### src/rtl/core_job_initiator.sv
// Host-side initiator for the 8-operand compute core: loads operands, fires core_start,
// captures core_result, and offers it on a valid/ready port. Optional watchdog: CORE_JOB_TIMEOUT_EN.
//
// state  | meaning
// IDLE   | accepting operand writes, waiting for go
// LAUNCH | core_start high for this single cycle
// WAIT   | operands frozen, waiting for core_done (or watchdog expiry)
// HOLD   | res_valid high with res_data held until res_ready
module core_job_initiator #(
  parameter int WIDTH          = 32,
  parameter int TIMEOUT_CYCLES = 1024
) (
  input  logic             clk,
  input  logic             rst,
  input  logic             wr_en,
  input  logic [2:0]       wr_addr,
  input  logic [WIDTH-1:0] wr_data,
  input  logic             go,
  output logic             busy,
  output logic [WIDTH-1:0] o1,
  output logic [WIDTH-1:0] o2,
  output logic [WIDTH-1:0] o3,
  output logic [WIDTH-1:0] o4,
  output logic [WIDTH-1:0] o5,
  output logic [WIDTH-1:0] o6,
  output logic [WIDTH-1:0] o7,
  output logic [WIDTH-1:0] o8,
  output logic             core_start,
  input  logic             core_done,
  input  logic [WIDTH-1:0] core_result,
  output logic             res_valid,
  input  logic             res_ready,
  output logic [WIDTH-1:0] res_data,
  output logic [7:0]       job_count,
  output logic             timeout_err
);

  typedef enum logic [1:0] {IDLE, LAUNCH, WAIT, HOLD} state_t;

  state_t           state, state_nx;
  logic [WIDTH-1:0] ops [8];
  logic             wd_hit;

  logic             start_nx, valid_nx, terr_nx;
  logic [WIDTH-1:0] data_nx;
  logic [7:0]       job_nx;

`ifdef CORE_JOB_TIMEOUT_EN
  localparam logic [15:0] WD_LAST = 16'(TIMEOUT_CYCLES - 1);
  logic [15:0] wd_cnt;

  // Fires on the WAIT cycle whose increment would reach TIMEOUT_CYCLES.
  assign wd_hit = (state == WAIT) && (wd_cnt == WD_LAST);

  always_ff @(posedge clk) begin
    if (!rst)                 wd_cnt <= '0;
    else if (state == LAUNCH) wd_cnt <= '0;
    else if (state == WAIT)   wd_cnt <= wd_cnt + 16'd1;
  end
`else
  logic unused_timeout;
  assign unused_timeout = (TIMEOUT_CYCLES > 0);
  assign wd_hit         = 1'b0;
`endif

  always_ff @(posedge clk) begin
    if (!rst) state <= IDLE;
    else      state <= state_nx;
  end

  always_comb begin
    state_nx = state;
    case (state)
      IDLE:    if (go) state_nx = LAUNCH;
      LAUNCH:  state_nx = WAIT;
      WAIT:    if (core_done || wd_hit) state_nx = HOLD;
      HOLD:    if (res_ready) state_nx = IDLE;
      default: state_nx = IDLE;
    endcase
  end

  always_comb begin
    start_nx = (state == IDLE) && go;
    valid_nx = res_valid;
    data_nx  = res_data;
    job_nx   = job_count;
    terr_nx  = timeout_err;
    case (state)
      IDLE: if (go) terr_nx = 1'b0;
      WAIT: begin
        // A done that coincides with the watchdog limit wins.
        if (core_done) begin
          valid_nx = 1'b1;
          data_nx  = core_result;
        end else if (wd_hit) begin
          valid_nx = 1'b1;
          data_nx  = '1;
          terr_nx  = 1'b1;
        end
      end
      HOLD: if (res_ready) begin
        valid_nx = 1'b0;
        job_nx   = job_count + 8'd1;
      end
      default: ;
    endcase
  end

  always_ff @(posedge clk) begin
    if (!rst) begin
      for (int i = 0; i < 8; i++) ops[i] <= '0;
      core_start  <= 1'b0;
      res_valid   <= 1'b0;
      res_data    <= '0;
      job_count   <= '0;
      timeout_err <= 1'b0;
    end else begin
      if ((state == IDLE) && wr_en) ops[wr_addr] <= wr_data;
      core_start  <= start_nx;
      res_valid   <= valid_nx;
      res_data    <= data_nx;
      job_count   <= job_nx;
      timeout_err <= terr_nx;
    end
  end

  assign busy = (state != IDLE);
  assign o1   = ops[0];
  assign o2   = ops[1];
  assign o3   = ops[2];
  assign o4   = ops[3];
  assign o5   = ops[4];
  assign o6   = ops[5];
  assign o7   = ops[6];
  assign o8   = ops[7];

endmodule

### config.mk
export PLATFORM = sky130hd
export DESIGN_NAME = core_job_initiator
export DESIGN_NICKNAME = d
export VERILOG_FILES = /design/src/rtl/core_job_initiator.sv
export SDC_FILE = /design/constraint.sdc
export NUM_CORES = 1
export LEC_CHECK = 0
export ABC_AREA = 1
export CELL_PAD_IN_SITES_DETAIL_PLACEMENT = 1
export CELL_PAD_IN_SITES_GLOBAL_PLACEMENT = 1
export CORE_MARGIN = 5
export CORE_UTILIZATION = 32
export DETAILED_ROUTE_END_ITERATION = 8
export HOLD_SLACK_MARGIN = 0.03
export MAX_ROUTING_LAYER = met4
export PLACE_DENSITY = 0.81
export SLEW_MARGIN = 5
export SYNTH_ARGS = -nofsm -noshare
export SYNTH_HDL_FRONTEND = slang
export SYNTH_SLANG_ARGS = --single-unit
### constraint.sdc
create_clock -name clk -period 2.1 [get_ports clk]
set_input_delay 0.21 -clock clk [delete_from_list [all_inputs] [get_ports clk]]
set_output_delay 0.21 -clock clk [all_outputs]
set_load 0.02 [all_outputs]
# After elaboration in Yosys (flattened, before gate mapping)
# Memory sizes are Yosys's and may differ from the RTL's.
# Index checks and enable logic that the tools add are counted.
# totals
reg_bits	44
ram_bits	256
elab_cells	37
inputBits	73
memories	1
# classes
n_mux	14
n_reduce_logical	10
eq_ne	6
addsub	1
# mem_list
memory	depth	word_bits	read_ports	rd_ports_with_merged_regs	wr	line	source
ops	8	32	8	0	8	41	logic [WIDTH-1:0] ops [8];
# op_table
cell	n
$mux 32	1
$reduce_or 32->1	1
$add 8x1->8 const B	1
$pmux 2 s4	1
$mux 1	7
$mux 2	3
$ne 2x2->1 const B	3
$reduce_and 3->1	2
$eq 2x2->1 const B	2
$reduce_and 2->1	2
$reduce_bool 2->1	2
$mux 3	1
$eq 2x1->1 const B	1
$logic_and 1x1->1	2
$logic_not 2->1	1
$pmux 1 s2	1

# Longest topological paths before layout
# Gate-level depths: netlist of run 1.
# logic_depth
depth_word	7
ltp_mapped	7

# Worst setup path before layout of run 1
# Ideal clock, no wire load.
# synth_path
path_type	reg-to-reg
from	reg state[0]
to	mem ops[0][0], enable pin
slack_ns	-0.129
setup_ns	0.389
arrival_time_ns	1.840
t_required_ns	1.711
synth_period_minus_slack_ns	2.229
path_stages_with_launch	8
path_cell_list	dfxtp_1 -> inv_1 -> ha_1 -> nand3_2 -> nor2_4 -> nand2_2 -> buf_2 -> nand2_1
# synth_rtl
item	line	source
from (decl)	40	state_t state, state_nx;
from (signal assigned)	68	else state <= state_nx;
to (decl)	41	

# Worst setup path in the final report of run 1
# layout_path
from	reg state[1]
to	out busy
# layout_between
elab_chain_len	1
# layout_lines
item	line	source
$reduce_bool 2->1	127	assign busy = (state != IDLE);
to (decl)	19	output logic busy,
# No other way between the ends.

==> results of run 1 <==
-- metal layers --
layer / part of all wire / routed length (µm)
met2: 0.51 / 19800
met4: 0.025 / 981
met1: 0.36 / 13900
met3: 0.11 / 4180
met5: 0 / 0
-- Yosys cell counts, drive strengths merged --
| master | instances |
|---|---|
| nor2 | 339 |
| edfxtp | 256 |
| inv | 54 |
| dfxtp | 44 |
| nand2 | 40 |
| o21ai | 33 |
| buf | 28 |
| a21oi | 8 |
| clkbuf | 8 |
| nand3 | 8 |
| ha | 4 |
| nor3 | 2 |
| conb | 1 |
| nand4 | 1 |
| o21a | 1 |
-- layout by cell type (no fill, tap or decap), types with 16 or more instances in the layout --
cell,instances
dfxtp_1,44
edfxtp_1,256
inv_1,54
o21ai_0,33
clkbuf_16,34
buf_4,16
nand2_1,24
clkdlybuf4s50_1,369
nor2_1,337
nand2_2,16
-- area by class of cell --
cell class / count / area (µm²) / area share
Tap cell: 448 / 561 / 0.0347
Sequential cell: 300 / 8570 / 0.530
Antenna cell: 1 / 2.50 / 0.000155
Timing Repair Buffer: 395 / 3990 / 0.247
Clock buffer: 40 / 873 / 0.0540
Multi-Input combinational cell: 437 / 1810 / 0.112
Clock inverter: 20 / 159 / 0.00983
Inverter: 54 / 203 / 0.0125
-- worst max-delay path: cells and delay by family, from the launching register on --
| family | cells | cell delay [ns] |
|---|---|---|
| buffers and inverters | 3 | 0.54 |
| adder cells (fa/ha/maj) | 1 | 0.24 |
| flip-flops | 1 | 0.35 |
-- path summary, 6_finish.rpt --
kind	end	slack [ns]	depth (start not counted)
setup / recovery	busy	0.26	4
hold reg to reg	res_data[25]	0.48	2
hold / removal	core_start	0.30	3
setup reg to reg	ops[6][30]	0.31	7
-- kinds of logic after synthesis --
kind of cell	after synthesis	share of synthesized area
fa+ha+maj	4	0.00466
flops	300	0.799
simple gates	390	0.142
buf+inv	90	0.0350
other cells	1	0.000350
compound gates	42	0.0198
-- sequential cells by signal, indices dropped and copies added, names as in the netlist --
signal and cells:
core_start 1, res_data 32, ops 256, job_count 8
res_valid 1, state 2
-- through the flow --
step	power, µW	area, µm²	hold WS [ns]
final	15100	16200	0.299
after global routing	15800	16200	0.283
after global placement	9620	15100	0.462
after floorplan	8310	10700	0.343
after CTS	15300	16200	0.282
after detailed placement	9720	15100	0.475
-- power by group through the flow --
stage / Sequential, µW / Clock, µW / Combinational [µW]
2_1_floorplan: 7740 / 0 / 570
3_3_place_gp: 7200 / 0 / 2420
3_5_place_dp: 7230 / 0 / 2480
4_1_cts: 7110 / 5700 / 2490
5_1_grt: 7150 / 5990 / 2620
6_report: 7110 / 5560 / 2450
==> metrics.md, run 1 <==
| Metric | Value |
|---|---|
| Clock network fraction of total power | 0.368 |
| Cell Chain, Critical Path | inv_1 -> ha_1 -> inv_1 -> dlygate4sd2_1 |
| DRC viols | 0 |
| Row Count | 67 |
| Logic pwr share | 0.162 |
| Crit. Startpoint | state[1] |
| Drt first-iter violations | 478 |
| Crit share post-route | 0.876 |
| Port Buffer Count | 371 |
| Die Y-Extent | 193 µm |
| Seq cells post-synth | 300 |
| IO Pins | 373 |
| Overflow after GRT | 0 |
| WL final | 38800 µm |
| Fmax | 0.544 GHz |
| Switch Pwr | 3960 µW |
| First-pass GRT wire length | 55000 µm |
| Cell Int Power | 11200 µW |
| Sequential share of power | 0.470 |
| Vias in the first global route | 8589 |
| CP Max Fanout | 4 |
| CP max stage cell | dlygate4sd2_1 |
| Max-slew violations | 0 |
| Pleak | 0.00621 µW |
| WL per Instance | 22.9 µm |
| GR peak layer | met2 |
| Nature of the critical path endpoint | primary output |
| Initial antenna violation count | 1 |
| Num CTS Buffers | 34 |
| Detail Route Antenna Nets | 0 |
| CTS Buffer Depth | 3 |
| GPL Wtd Cong | 0.782 |
| # placed instances | 1634 |
| Final nets | 1299 |
| Post-synth top area share | 0.717 |
| Critical path class | register to primary output |
| Outcome | complete, no violations |
| WP data arrival | 1.63 ns |
| Cell taking the most area after synthesis | edfxtp_1 |
| Met2 Use GR | 0.363 |
| Crit-path max cell delay | 0.36 ns |
| Peak supply drop | 0.616 mV |
| Cell variety after synth | 19 |
| Post-CTS setup buffers | 0 |
| Mapped Nets | 904 |
| Worst-Skew Late Latency | 0.51 ns |
| Hold Crit Start | go |
| GRT Util Overall | 0.206 |
| Min setup slack post-route | 0.261 ns |
| Setup TNS | 0 ns |
| TritonRoute pass-1 iters | 4 |
| Area grow syn2layout | 50.6% |
| Mean Syn Cell Area | 13.0 µm² |
| Clk Tree Root Cell | clkbuf_16 |
| Synth area leaders | edfxtp_1, nor2_1, dfxtp_1 |
| Tmin final | 1.84 ns |
| Met1 usage | 0.218 |
| CTS resizes | 1 |
| Hold buffer count at cts | 0 |
| Largest net degree at the start of global routing | 51 |
| Initial Utilization | 0.322 |
| Max-Cap Viols | 0 |
| H-Tree Depth | 2 |
| Hold Fails Final Rpt | 0 |
| Core box area | 33300 µm² |
| Synthesized cell area | 10700 µm² |
| Final core utilization | 0.486 |
| R2r startpoint | state[1] |
| Layout Skew | 0.0131 ns |
| Post-Syn Instances | 827 |
| Die X-Extent | 193 µm |
| RSZ-0062 raised after global routing | no |
| Fill count | 3425 |
| Clock net sink count | 300 |
| DP HPWL | 27700 µm |
| Proportion of layout cells with a drive suffix above 1 | 0.0706 |
| CTS tree | done |
| Setup Slack @ Placement | 0.262 ns |
| Sw Share | 0.262 |
| Synth warn | 0 |
| Crit path top cell by count | inv_1 |
| CP startpoint kind | register |
| Final setup vio count | 0 |
| Final Instance Count excl. Fillers | 1695 |
| Vias per inst | 4.67 |
| Hold crit path type | primary input to register |
| GR Util met3 | 0.0758 |
| Worst-path clk slew | 0.05 ns |
| Die ar. | 37300 µm² |
| Register area share after synthesis | 0.799 |
| CP required | 1.89 ns |
| Power Density | 935 nW/µm² |
| Vias | 7923 |
Note: power is estimated with default switching activity, not from simulation.
==> run 2, diff against run 1 <==
Settings changed: RECOVER_POWER set to 25.
==> run 2 against run 1 <==
  * Sequential power is essentially flat
  * Highest routed layer unchanged
  * First-iteration DRC count grew 6.3%
  * Design area shrank 0.10%
  * Sequential share of layout area grew 0.053 points
  * Global-route usage is the same
  * Maximum frequency shrank 1.1%
  * Die area is the same
  * Worst setup slack lost 0.020 ns
  * Hold slack is essentially flat
  * Via count grew 0.11%
  * Clock skew shrank 0.00051 ns
==> metrics.md, run 2 (synthesis results as in run 1) <==
| Metric | Value |
|---|---|
| Die ar. | 37300 µm² (unchanged) |
| Max reg flops | 256 (unchanged) |
| Core box area | 33300 µm² (unchanged) |
| Most common cell after layout, fill and taps aside | nor2_1 |
| Tmin final | 1.86 ns (+0.0198 ns) |
| Hold Fails Final Rpt | 0 (unchanged) |
| R2r startpoint | state[1] |
| WP data arrival | 2.08 ns (+0.45 ns) |
| Hold crit path type | primary input to register |
| Clock net sink count | 300 (unchanged) |
| IO Pins | 373 (unchanged) |
| Cell Chain, Critical Path | inv_1 -> ha_1 -> nand3_1 -> nor2_4 -> nand2_2 -> buf_4 -> nor2_1 |
| Crit share post-route | 0.885 (+0.00943) |
| Total power | 15000 µW (-0.66%) |
| Crit-path max cell delay | 0.38 ns (+0.02 ns) |
| Port Buffer Count | 371 (unchanged) |
| Critical path class | register to register |
| Area grow syn2layout | 50.5% |
| Vias in the first global route | 8589 (unchanged) |
| WL final | 38800 µm (about the same) |
| Hold EP | core_start |
| Power Density | 930 nW/µm² (-0.56%) |
| Row Count | 67 (unchanged) |
| Vias | 7932 (+0.11%) |
| Initial Utilization | 0.322 (unchanged) |
| Overflow after GRT | 0 (unchanged) |
| GPL Wtd Cong | 0.782 (unchanged) |
| Setup TNS | 0 ns (unchanged) |
| CP required | 2.32 ns (+0.43 ns) |
| Worst reg2reg endpoint | ops[6][30] |
| R2r worst-path depth | 7 (unchanged) |
| CTS tree | done |
| H-Tree Depth | 2 (unchanged) |
| Largest net degree at the start of global routing | 51 (unchanged) |
| Design Area, Final | 16100 µm² (-0.10%) |
| CTS Buffer Depth | 3 (unchanged) |
| DP HPWL | 27700 µm (unchanged) |
| Fmax | 0.538 GHz (-1.1%) |
| Num CTS Buffers | 34 (unchanged) |
| Layout Skew | 0.0126 ns (-0.000506 ns) |
| Max-slew violations | 0 (unchanged) |
| Peak supply drop | 0.614 mV (-0.21%) |
| Max-Cap Viols | 0 (unchanged) |
| Placed Area | 15100 µm² (unchanged) |
| TritonRoute pass-1 iters | 5 (+1) |
| GRT Util Overall | 0.206 (unchanged) |
| Initial antenna violation count | 1 (unchanged) |
| Detail Route Antenna Nets | 0 (unchanged) |
| Drt first-iter violations | 508 (+6.3%) |
| WL per Instance | 22.9 µm (about the same) |
| Hold Crit Start | go |
| Die Y-Extent | 193 µm (unchanged) |
| R2r setup slk | 0.24 ns (-0.07 ns) |
| DRC viols | 0 (unchanged) |
| Worst-path clk slew | 0.05 ns (about the same) |
| WP buf/inv | 2 (-1) |
| Fill count | 3425 (unchanged) |
| CP max stage cell | buf_4 |
| Die X-Extent | 193 µm (unchanged) |
| RSZ-0062 raised after global routing | no |
| Final setup vio count | 0 (unchanged) |
| Pleak | 0.00646 µW (+4.1%) |
| Biggest register | ops |
| CP Max Fanout | 32 (+28) |
| Top flop regs | ops: 256 flops, res_data: 32 flops, job_count: 8 flops |
| Final nets | 1299 (unchanged) |
| Outcome | complete, no violations |
| Worst-Skew Late Latency | 0.51 ns (about the same) |
| # placed instances | 1634 (unchanged) |
| Nature of the critical path endpoint | register |
| Crit path max-delay family | simple AND/OR/NAND/NOR gates |
| Clk Tree Root Cell | clkbuf_16 |
| Final Instance Count excl. Fillers | 1695 (unchanged) |
| First-pass GRT wire length | 55000 µm (unchanged) |
| Commonest non-fill, non-tap cells in the layout | nor2_1, edfxtp_1, clkdlybuf4s50_1, dlygate4sd3_1, inv_1 |
| Vias per inst | 4.68 (+0.11%) |
| CP startpoint kind | register |
| Hold Path Stages | 3 (unchanged) |
| Proportion of layout cells with a drive suffix above 1 | 0.0674 (-0.00321) |
| Hold Slack | 0.299 ns (+0.000173 ns) |
[run 2: changes by cell type in the layout (fill, tap and decap cells not counted), sizes merged]
cell / change
buf: -2
dlygate4sd3: +163
clkdlybuf4s50: -163
clkbuf: +2
[run 2: routing by layer]
layer,track usage,part of all wire,routed length (µm)
met4,0.0577,0.027,1060
met5,-,0,0
met3,0.0758,0.11,4390
met1,0.218,0.35,13700
met2,0.363,0.51,19600
[run 2: power breakdown]
part	switching (µW)	internal, µW	total, µW
combinational	1430	935	2370
clock	2330	3230	5560
sequential	183	6910	7090
total	3940	11100	15000
[run 2: worst min-delay path, cell delays in order]
cell,delay (ns)
clkdlybuf4s50_1,0.40
inv_1,0.09
nor3_1,0.05
[run 2: how the worst max path moves through the flow]
stage / slack [ns] / from / depth (start not counted) / endpoint
CTS: 0.22 / state[1] / 4 / busy
floorplan: 0.17 / state[0] / 7 / ops[0][0]
global placement: 0.29 / wr_addr[0] / 6 / ops[5][8]
global route: 0.08 / state[1] / 7 / ops[0][25]
finish: 0.24 / state[1] / 7 / ops[6][30]
detailed placement: 0.26 / wr_en / 6 / ops[4][20]
[run 2: per-stage QoR]
step / utilization / worst slack (ns)
detailed placement: 0.454 / 0.262
floorplan: - / 0.173
finish: 0.485 / 0.241
CTS: 0.485 / 0.216
global placement: 0.454 / 0.293
global route: 0.485 / 0.0848
[run 2: layout make-up]
cell class / instances / area, µm² / share of cell area
Antenna cell: 1 / 2.50 / 0.000155
Inverter: 54 / 203 / 0.0126
Sequential cell: 300 / 8570 / 0.531
Multi-Input combinational cell: 437 / 1800 / 0.111
Timing Repair Buffer: 395 / 3980 / 0.247
Clock buffer: 40 / 873 / 0.0541
Tap cell: 448 / 561 / 0.0347
Clock inverter: 20 / 159 / 0.00984
[run 2: repair_timing]
action,CTS,global route
endpoints found under the setup margin,1,0
buffers inserted,0,0
resized for setup,1,0
hold buffers,0,0
==> run 3, diff against run 2 <==
Settings changed: CAP_MARGIN set to 15, RECOVER_POWER 25 to unset.
==> results of run 3 <==
Same layout as run 1: the final DEF is identical, and so are final timing and power.
